<file path="config.mk">
export PLATFORM = sky130hd
export DESIGN_NAME = round_timing_controller
export DESIGN_NICKNAME = d
export VERILOG_FILES = /design/src/rtl/round_timing_controller.sv
export SDC_FILE = /design/constraint.sdc
export NUM_CORES = 1
export LEC_CHECK = 0
export BUFFER_PORTS_ARGS = -buffer_cell sky130_fd_sc_hd__buf_2
export CORE_ASPECT_RATIO = 1.1
export CORE_MARGIN = 1
export CORE_UTILIZATION = 55
export CTS_BUF_LIST = sky130_fd_sc_hd__clkbuf_16
export CTS_CLUSTER_DIAMETER = 120
export DETAILED_ROUTE_END_ITERATION = 10
export PLACE_DENSITY = 0.83
export SLEW_MARGIN = 20
export SYNTH_ARGS = -nofsm -noshare
export SYNTH_HDL_FRONTEND = slang
export SYNTH_SLANG_ARGS = --single-unit
export TNS_END_PERCENT = 5
</file>
<file path="constraint.sdc">
create_clock -name clock -period 3.03 [get_ports clock]
set_clock_uncertainty 0.2 [all_clocks]
set_input_delay 0.303 -clock clock [delete_from_list [all_inputs] [get_ports clock]]
set_output_delay 0.303 -clock clock [all_outputs]
set_load 0.02 [all_outputs]
</file>
<file path="src/rtl/round_timing_controller.sv">
`timescale 1ns/1ps
// Reaction-round timer: starts a round, counts tick_1ms until a press or the round limit, pauses, repeats.
// Latency: event flags (trigger/timeout/acerto) appear one cycle after the causing edge; gerar_jogada/fim_jogo follow state directly.
// No backpressure: inputs are single-cycle pulses sampled every clock; optional scoring via macro ROUND_SCORE_EN.
module round_timing_controller #(
  parameter int N_RODADAS   = 10,
  parameter int PAUSA_TICKS = 500,
  parameter int TOLERANCIA  = 50
) (
  input  logic       clock,
  input  logic       reset,
  input  logic       iniciar,
  input  logic       jogada_feita,
  input  logic       tick_1ms,
  input  logic [1:0] nivel_dificuldade,
  output logic       gerar_jogada,
  output logic       trigger,
  output logic [9:0] contador_jogo,
  output logic [9:0] mid_idx,
  output logic [9:0] max_idx,
  output logic       timeout,
  output logic       acerto,
  output logic [3:0] rodada,
  output logic       fim_jogo,
  output logic [7:0] pontos,
  output logic [2:0] db_estado
);

  typedef enum logic [2:0] {
    S_IDLE   = 3'd0,
    S_GERA   = 3'd1,
    S_CONTA  = 3'd2,
    S_RESULT = 3'd3,
    S_FIM    = 3'd4
  } estado_t;

  localparam logic [9:0] TOL_V       = 10'(TOLERANCIA);
  localparam logic [9:0] PAUSA_LAST  = 10'(PAUSA_TICKS - 1);
  localparam logic [3:0] RODADA_LAST = 4'(N_RODADAS - 1);

  estado_t    r_estado;
  estado_t    w_prox;
  logic [9:0] r_cont;
  logic [9:0] r_max;
  logic [9:0] r_mid;
  logic [9:0] r_pausa;
  logic [3:0] r_rodada;
  logic       r_trigger;
  logic       r_timeout;
  logic       r_acerto;

  logic       w_start;
  logic       w_press;
  logic       w_terminal;
  logic       w_pausa_fim;
  logic       w_hit;
  logic [9:0] w_max_sel;
  logic [9:0] w_diff;

  // Round length for the requested difficulty (levels 10 and 11 share the shortest round)
  always_comb begin
    w_max_sel = 10'd400;
    case (nivel_dificuldade)
      2'b00:   w_max_sel = 10'd800;
      2'b01:   w_max_sel = 10'd600;
      default: w_max_sel = 10'd400;
    endcase
  end

  // Unsigned distance between the live count and the target; ordered subtraction so it never wraps
  always_comb begin
    w_diff = (r_cont >= r_mid) ? (r_cont - r_mid) : (r_mid - r_cont);
    w_hit  = (w_diff <= TOL_V);
  end

  // Next-state decode plus the single-cycle events that drive the datapath
  always_comb begin
    w_prox       = r_estado;
    w_start      = 1'b0;
    w_press      = 1'b0;
    w_terminal   = 1'b0;
    w_pausa_fim  = 1'b0;
    gerar_jogada = 1'b0;
    fim_jogo     = 1'b0;
    case (r_estado)
      S_IDLE: begin
        if (iniciar) begin
          w_start = 1'b1;
          w_prox  = S_GERA;
        end
      end
      S_GERA: begin
        gerar_jogada = 1'b1;
        w_prox       = S_CONTA;
      end
      S_CONTA: begin
        // A press on the same edge as the final tick takes priority over the timeout
        if (jogada_feita) begin
          w_press = 1'b1;
          w_prox  = S_RESULT;
        end else if (tick_1ms && (r_cont == (r_max - 10'd1))) begin
          w_terminal = 1'b1;
          w_prox     = S_RESULT;
        end
      end
      S_RESULT: begin
        if (tick_1ms && (r_pausa == PAUSA_LAST)) begin
          w_pausa_fim = 1'b1;
          w_prox      = (r_rodada == RODADA_LAST) ? S_FIM : S_GERA;
        end
      end
      S_FIM: begin
        fim_jogo = 1'b1;
        if (iniciar) begin
          w_start = 1'b1;
          w_prox  = S_GERA;
        end
      end
      default: w_prox = S_IDLE;
    endcase
  end

  // State register
  always_ff @(posedge clock) begin
    if (reset) r_estado <= S_IDLE;
    else       r_estado <= w_prox;
  end

  // Round datapath: count, limits, pause timer, round counter and registered result pulses
  always_ff @(posedge clock) begin
    if (reset) begin
      r_cont    <= 10'd0;
      r_max     <= 10'd800;
      r_mid     <= 10'd400;
      r_pausa   <= 10'd0;
      r_rodada  <= 4'd0;
      r_trigger <= 1'b0;
      r_timeout <= 1'b0;
      r_acerto  <= 1'b0;
    end else begin
      // GERA always lasts one cycle, so this yields a single pulse in the first CONTA cycle
      r_trigger <= (r_estado == S_GERA);
      r_timeout <= w_terminal;
      r_acerto  <= w_press && w_hit;

      if (w_start)          r_rodada <= 4'd0;
      else if (w_pausa_fim) r_rodada <= r_rodada + 4'd1;

      if (r_estado == S_GERA) begin
        r_cont <= 10'd0;
        r_max  <= w_max_sel;
        r_mid  <= w_max_sel >> 1;
      end else if ((r_estado == S_CONTA) && !jogada_feita && tick_1ms) begin
        r_cont <= r_cont + 10'd1;
      end

      // Held at zero outside RESULTADO so every entry starts a fresh pause
      if (r_estado != S_RESULT) r_pausa <= 10'd0;
      else if (tick_1ms)        r_pausa <= r_pausa + 10'd1;
    end
  end

`ifdef ROUND_SCORE_EN
  logic [7:0] r_pontos;

  // Score: one point per hit, cleared at game start, saturating at 255
  always_ff @(posedge clock) begin
    if (reset)                                       r_pontos <= 8'd0;
    else if (w_start)                                r_pontos <= 8'd0;
    else if (w_press && w_hit && (r_pontos != 8'hFF)) r_pontos <= r_pontos + 8'd1;
  end

  assign pontos = r_pontos;
`else
  assign pontos = 8'd0;
`endif

  assign trigger       = r_trigger;
  assign timeout       = r_timeout;
  assign acerto        = r_acerto;
  assign contador_jogo = r_cont;
  assign max_idx       = r_max;
  assign mid_idx       = r_mid;
  assign rodada        = r_rodada;
  assign db_estado     = r_estado;

endmodule

</file>
# After elaboration in Yosys (flattened, before gate mapping)
# Index checks and enable logic that the tools add are counted.
totals:
  ram_bits: 0
  n_memories: 0
  latch_bits: 0
  inputBits: 7
  out_inout_bits: 50
  romBits: 0
  word_cells: 61
  reg_bits: 49
op_classes:
  n_div: 0
  muxes: 17
  n_addsub: 6
  bitwise_logic: 1
  magnitude_cmp: 2
  shift: 0
  n_mul: 0
  reduce_logical: 14
  n_eq_ne: 12
op_table:
  columns: ["cell", "n"]
  rows:
  - ["$add A10 B1 Y10 const B", 2]
  - ["$pmux W10 S2", 1]
  - ["$mux W3", 5]
  - ["$pmux W3 S4", 1]
  - ["$eq A10 B10 Y1", 1]
  - ["$eq A10 B9 Y1 const B", 1]
  - ["$ge A10 B9 Y1", 1]
  - ["$le A10 B6 Y1 const B", 1]
  - ["$mux W10", 1]
  - ["$sub A10 B1 Y10 const B", 1]
  - ["$sub A10 B9 Y10", 1]
  - ["$sub A9 B10 Y10", 1]
  - ["$mux W1", 9]
  - ["$reduce_or A2 Y1", 4]
  - ["$eq A3 B2 Y1 const B", 2]
  - ["$logic_and A1 B1 Y1", 5]
  - ["$add A4 B1 Y4 const B", 1]
  - ["$eq A4 B4 Y1 const B", 1]
  - ["$eq A3 B1 Y1 const B", 1]
  - ["$eq A3 B3 Y1 const B", 1]
  - ["$logic_not A3 Y1", 1]
  - ["$ne A3 B2 Y1 const B", 1]
  - ["$ne A3 B3 Y1 const B", 1]
  - ["$reduce_and A3 Y1", 1]
  - ["other kinds (7)", 7]

# Longest topological paths before layout
logic_depth:
  depth_word: 6
  ltp_mapped: 11

# Worst setup path before layout
# Ideal clock, no wire load.
synth_timing:
  path_kind: "register -> register"
  from: "register r_mid[5] (netlist: mid_idx[5])"
  to: "register r_acerto (netlist: acerto)"
  setup_time_ps: 88
  stages_incl_launch_ff: 11
  setup_slack_ps: 190
  n_path_buf: 0
  period_less_slack_ps: 2840
  arrival_ps: 2552
  path_cell_list: "dfxtp_1 ha_1 inv_1 fa_1 a211oi_2 nor4_4 nor2_2 mux2_4 a31oi_2 xnor2_1 nor4_2"
synth_between:
  elab_chain_cells: 4
  elab_cells_between_ends: 6
  cone_classes: "2 x add/sub; 2 x order compare; 1 x mux; 1 x reduce/logical"
synth_lines:
  columns: ["item", "line", "text"]
  rows:
  - ["start, declared", "45", "logic [9:0] r_mid;"]
  - ["start signal, assigned", "152", "r_mid <= w_max_sel >> 1;"]
  - ["$sub A9 B10 Y10 (tied with other cells)", "72", "w_diff = (r_cont >= r_mid) ? (r_cont - r_mid) : (r_mid - r_cont);"]
  - ["$mux W10 (*)", "72", null]
  - ["$le A10 B6 Y1 (*)", "73", "w_hit = (w_diff <= TOL_V);"]
  - ["$logic_and A1 B1 Y1 (*)", "144", "r_acerto <= w_press && w_hit;"]
  - ["end signal, assigned", "144", null]
  - ["end, declared", "50", "logic r_acerto;"]
# Every way passes the cells marked *; elsewhere a longest branch is shown, timed or not.
# A chain may end at the register's enable or synchronous reset.

# Worst setup path in the final report
layout_timing:
  from: "register r_cont[2] (netlist: contador_jogo[2])"
  to: "register r_acerto (netlist: acerto)"
layout_between:
  elab_chain_cells: 4
  elab_cells_between_ends: 6
  cone_classes: "2 x add/sub; 2 x order compare; 1 x mux; 1 x reduce/logical"
layout_lines:
  columns: ["item", "line", "text"]
  rows:
  - ["start, declared", "43", "logic [9:0] r_cont;"]
  - ["start signal, assigned", "154", "r_cont <= r_cont + 10'd1;"]
  - ["$sub A9 B10 Y10 (tied with other cells)", "72", null]
  - ["$mux W10 (*)", "72", null]
  - ["$le A10 B6 Y1 (*)", "73", null]
  - ["$logic_and A1 B1 Y1 (*)", "144", null]
# Marks and branches as above.

==> metrics.csv <==
metric;value;unit
overflow;0;
initial_utilization;57.37;%
max_stage_delay;0.42;ns
drv_cap;0;
dieHeight;75.06;um
setup_slack;0.1856;ns
drv_slew;0;
place_congestion;0.9550;
utilization;64.26;%
cts_hold_buf;0;
synth_area_leaders;dfxtp_1 (27%), ha_1 (9.8%), buf_4 (7.3%), xnor2_1 (6.9%), xor2_1 (4.9%);
ios;57;
num_rows;26;
fmax;351.6;MHz
path_cells;inv_1 -> ha_1 -> inv_1 -> fa_1 -> a211oi_2 -> nor4_4 -> or2_1 -> o31ai_2 -> xnor2_1 -> nand3_1 -> nor4_2;
crit_family;simple AND/OR/NAND/NOR gates;
cts_post_setup_buffers_inserted;0;
peakVddDrop;366.9;uV
netSwitchingFraction;38.05;%
drtIter0Drc;172;
status;finished, final reports clean;
yosysUniqueCellTypes;54;
async_flop_share;0;%
totalWireLength;6.215;mm
finalNetCount;377;
antenna_found_initial;0;
grt_first_pass_wirelength;9.680;mm
yosysWarnings;0;
syn_inst;315;
avgRoutedWirePerCell;15.35;um
p_int;1.198;mW
fin_crit;2.844;ns
crit_type;reg -> reg;
slew_headroom;53.75;%
holdCritPathClass;in -> reg;
critPathMaxFanout;5;
area_delta_synth_final;12.00;%
arrival;2.85;ns
rr_endpoint;acerto;
cpMostUsedCell;inv_1;
firstDrtPassIters;4;
worstMarginPinSlew;0.6875;ns
hold_violations;0;
p_comb_share;38.9;%
critical_path_required;3.03;ns
cts_tree;done;
holdPathEnd;mid_idx[5];
finalSetupTns;0;ns
htree_levels;2;
fin_hold_ws;0.1016;ns
clkTransAtPathRegs;0.06;ns
rsz0062_at_grt;no;
min_from;nivel_dificuldade[0];
r2r-start;contador_jogo[2];
die_w;68.42;um
dp_slack;0.1646;ns
grt_max_degree;16;
dp_hpwl;4.632;mm
antenna_cells;0;
synth_area;0.002669;sq mm
cts_buffers;5;
cts_root_buffer;clkbuf_16;
vias;2301;
r2r_cells;11;
drc;0;
total_power;1.934;mW
viasPerCell;5.681;
clock_latency;0.29;ns
cts.sinks;36;
p_sw;735.9;uW
crit_path_end_kind;flip-flop;
layout-drive-gt1-share;22.06;%
startpoint_type;flip-flop;
synth_top_area_share;27.00;%
min_path_cells;3;
power_leakage;1.256;nW
die_area;0.005135;sq mm
io_buffers;42;
ys_ff_latch;36;
p_per_area;647.1;mW/mm^2
grt_pass1_vias;2117;
synth.largest_area_cell;dfxtp_1;
grtUsageTotal;25.75;%
setup_violations;0;
critPathBufInv;2;
ys_seq_area_share;27.00;%
coreArea;0.004652;sq mm
finalCritPeriodShare;93.88;%
syn_avg_cell_area;8.472;sq um
final_antenna_net_count;0;
synth-edff-count;0;
ys.flop_type;dfxtp_1;
r2r_slack;0.19;ns
pwr-share-seq;29.3;%
cp_slowest_cell;fa_1;
p_clk_share;31.8;%
clock_path_buffers;2;
==> cells by family (layout without fill, tap and decap cells) <==
kind of cell               after synthesis  in the layout  synth area share, %
DFF                                     36             36                27.00
and+or+nand+nor                        108            108                22.64
AOI/OAI and AO/OA                       54             54                14.58
buffers and inverters                   54             75                11.53
adders and majority gates               22             22                10.60
muxes                                    4              4                1.688
other                                    1             14               0.1405
xor gates and xnor gates                36             36                11.81
==> cell usage in the layout, fill, tap and decap left out, types with 2 or more instances in the layout <==
| master | count |
|---|---|
| nand2b_1 | 4 |
| xnor2_1 | 21 |
| o21ai_0 | 6 |
| clkbuf_16 | 5 |
| a211oi_1 | 4 |
| and3_1 | 3 |
| nor2b_1 | 3 |
| inv_1 | 18 |
| nor3b_1 | 3 |
| ha_1 | 21 |
| conb_1 | 14 |
| nand4_1 | 10 |
| a21oi_1 | 15 |
| nor4_1 | 3 |
| buf_4 | 6 |
| dfxtp_1 | 36 |
| a31oi_1 | 2 |
| o31ai_1 | 2 |
| nor3_1 | 3 |
| a21o_2 | 3 |
| nor4_2 | 3 |
| o211ai_1 | 4 |
| buf_2 | 42 |
| nand3b_1 | 2 |
| o22ai_1 | 3 |
| nand3_1 | 7 |
| or2_2 | 2 |
| or3_1 | 5 |
| nor2_1 | 29 |
| nand2_1 | 21 |
| a21o_1 | 5 |
| xor2_1 | 15 |
| mux2i_1 | 3 |
| a211o_1 | 2 |
==> power by group through the flow <==
stage                     Sequential, mW  Combinational, mW  Clock [mW]
after floorplan                    0.599              0.582           0
after global placement             0.573              0.733           0
after detailed placement           0.575              0.735           0
after CTS                          0.566              0.747       0.616
after global routing               0.573              0.822       0.637
final                              0.567              0.752       0.615
==> final cells by class <==
cell class	instances	area (sq um)
multi-input cells	238	1700
well taps	56	70.07
inverters	19	71.32
clock inverters	3	46.29
clock buffers	5	125.1
repair buffers	48	255.2
fillers	389	1663
flip-flops and latches	36	720.7
==> per-layer routing <==
layer / up-vias / global-route usage (%) / part of all wire (%)
li1: 1127 / - / -
met1: 1086 / 29.37 / 42
met2: 68 / 45.42 / 51
met3: 20 / 6.818 / 3.8
met4: 0 / 9.491 / 2.7
met5: - / 0 / 0
==> flip-flops by register name, summed over array words and instances (netlist names) <==
name and flops:
contador_jogo 10, r_pausa 10, mid_idx 6, rodada 4
db_estado 3, acerto 1, timeout 1, trigger 1
==> worst max-delay path by stage <==
stage                                 from     end  slack, ns  cells past startpoint
final                     contador_jogo[2]  acerto       0.19                     11
after global routing      contador_jogo[3]  acerto      0.007                      9
after CTS                 contador_jogo[2]  acerto       0.14                     11
after detailed placement  contador_jogo[2]  acerto       0.16                     11
after global placement    contador_jogo[2]  acerto       0.21                     11
after floorplan                 mid_idx[5]  acerto       0.19                     10
==> worst register-to-register path: cells and delay by family (launching register included) <==
family | cells | cell delay (ns)
xor+xnor | 1 | 0.14
compound gates | 2 | 0.53
simple gates | 4 | 0.76
flops | 1 | 0.33
buf+inv | 2 | 0.19
fa+ha+maj | 2 | 0.60
==> through the flow <==
| stage | cells | instance area, sq um |
|---|---|---|
| finish | 405 | 2989 |
| global route | 405 | 2989 |
| CTS | 405 | 2978 |
| detailed placement | 397 | 2806 |
| global placement | 397 | 2806 |
| floorplan | 328 | 2718 |
==> synth_stat cells, types with 2 or more instances <==
| cell | instances |
|---|---|
| nor2_1 | 29 |
| dfxtp_1 | 36 |
| nand4_1 | 10 |
| o31ai_1 | 3 |
| nor4_1 | 3 |
| a211o_1 | 2 |
| nor2b_1 | 3 |
| xor2_1 | 15 |
| a21oi_1 | 15 |
| nand3_1 | 7 |
| mux2i_1 | 3 |
| a21o_1 | 5 |
| o21ai_0 | 6 |
| ha_1 | 21 |
| inv_1 | 18 |
| nor3_1 | 3 |
| nand2b_1 | 4 |
| clkbuf_1 | 8 |
| or2_2 | 2 |
| nand3b_1 | 2 |
| or3_1 | 5 |
| buf_4 | 26 |
| a31oi_1 | 2 |
| and3_1 | 3 |
| xnor2_1 | 21 |
| nor3b_1 | 3 |
| a21o_2 | 3 |
| a211oi_1 | 4 |
| o22ai_1 | 3 |
| o211ai_1 | 4 |
| nand2_1 | 21 |
| nor4_2 | 3 |
==> repair_timing <==
item	in CTS	in global routing
gates resized for setup	0	3
endpoints found under the setup margin	0	1
hold endpoints to repair	0	0
No activity file was read; power rests on OpenSTA's default activity.
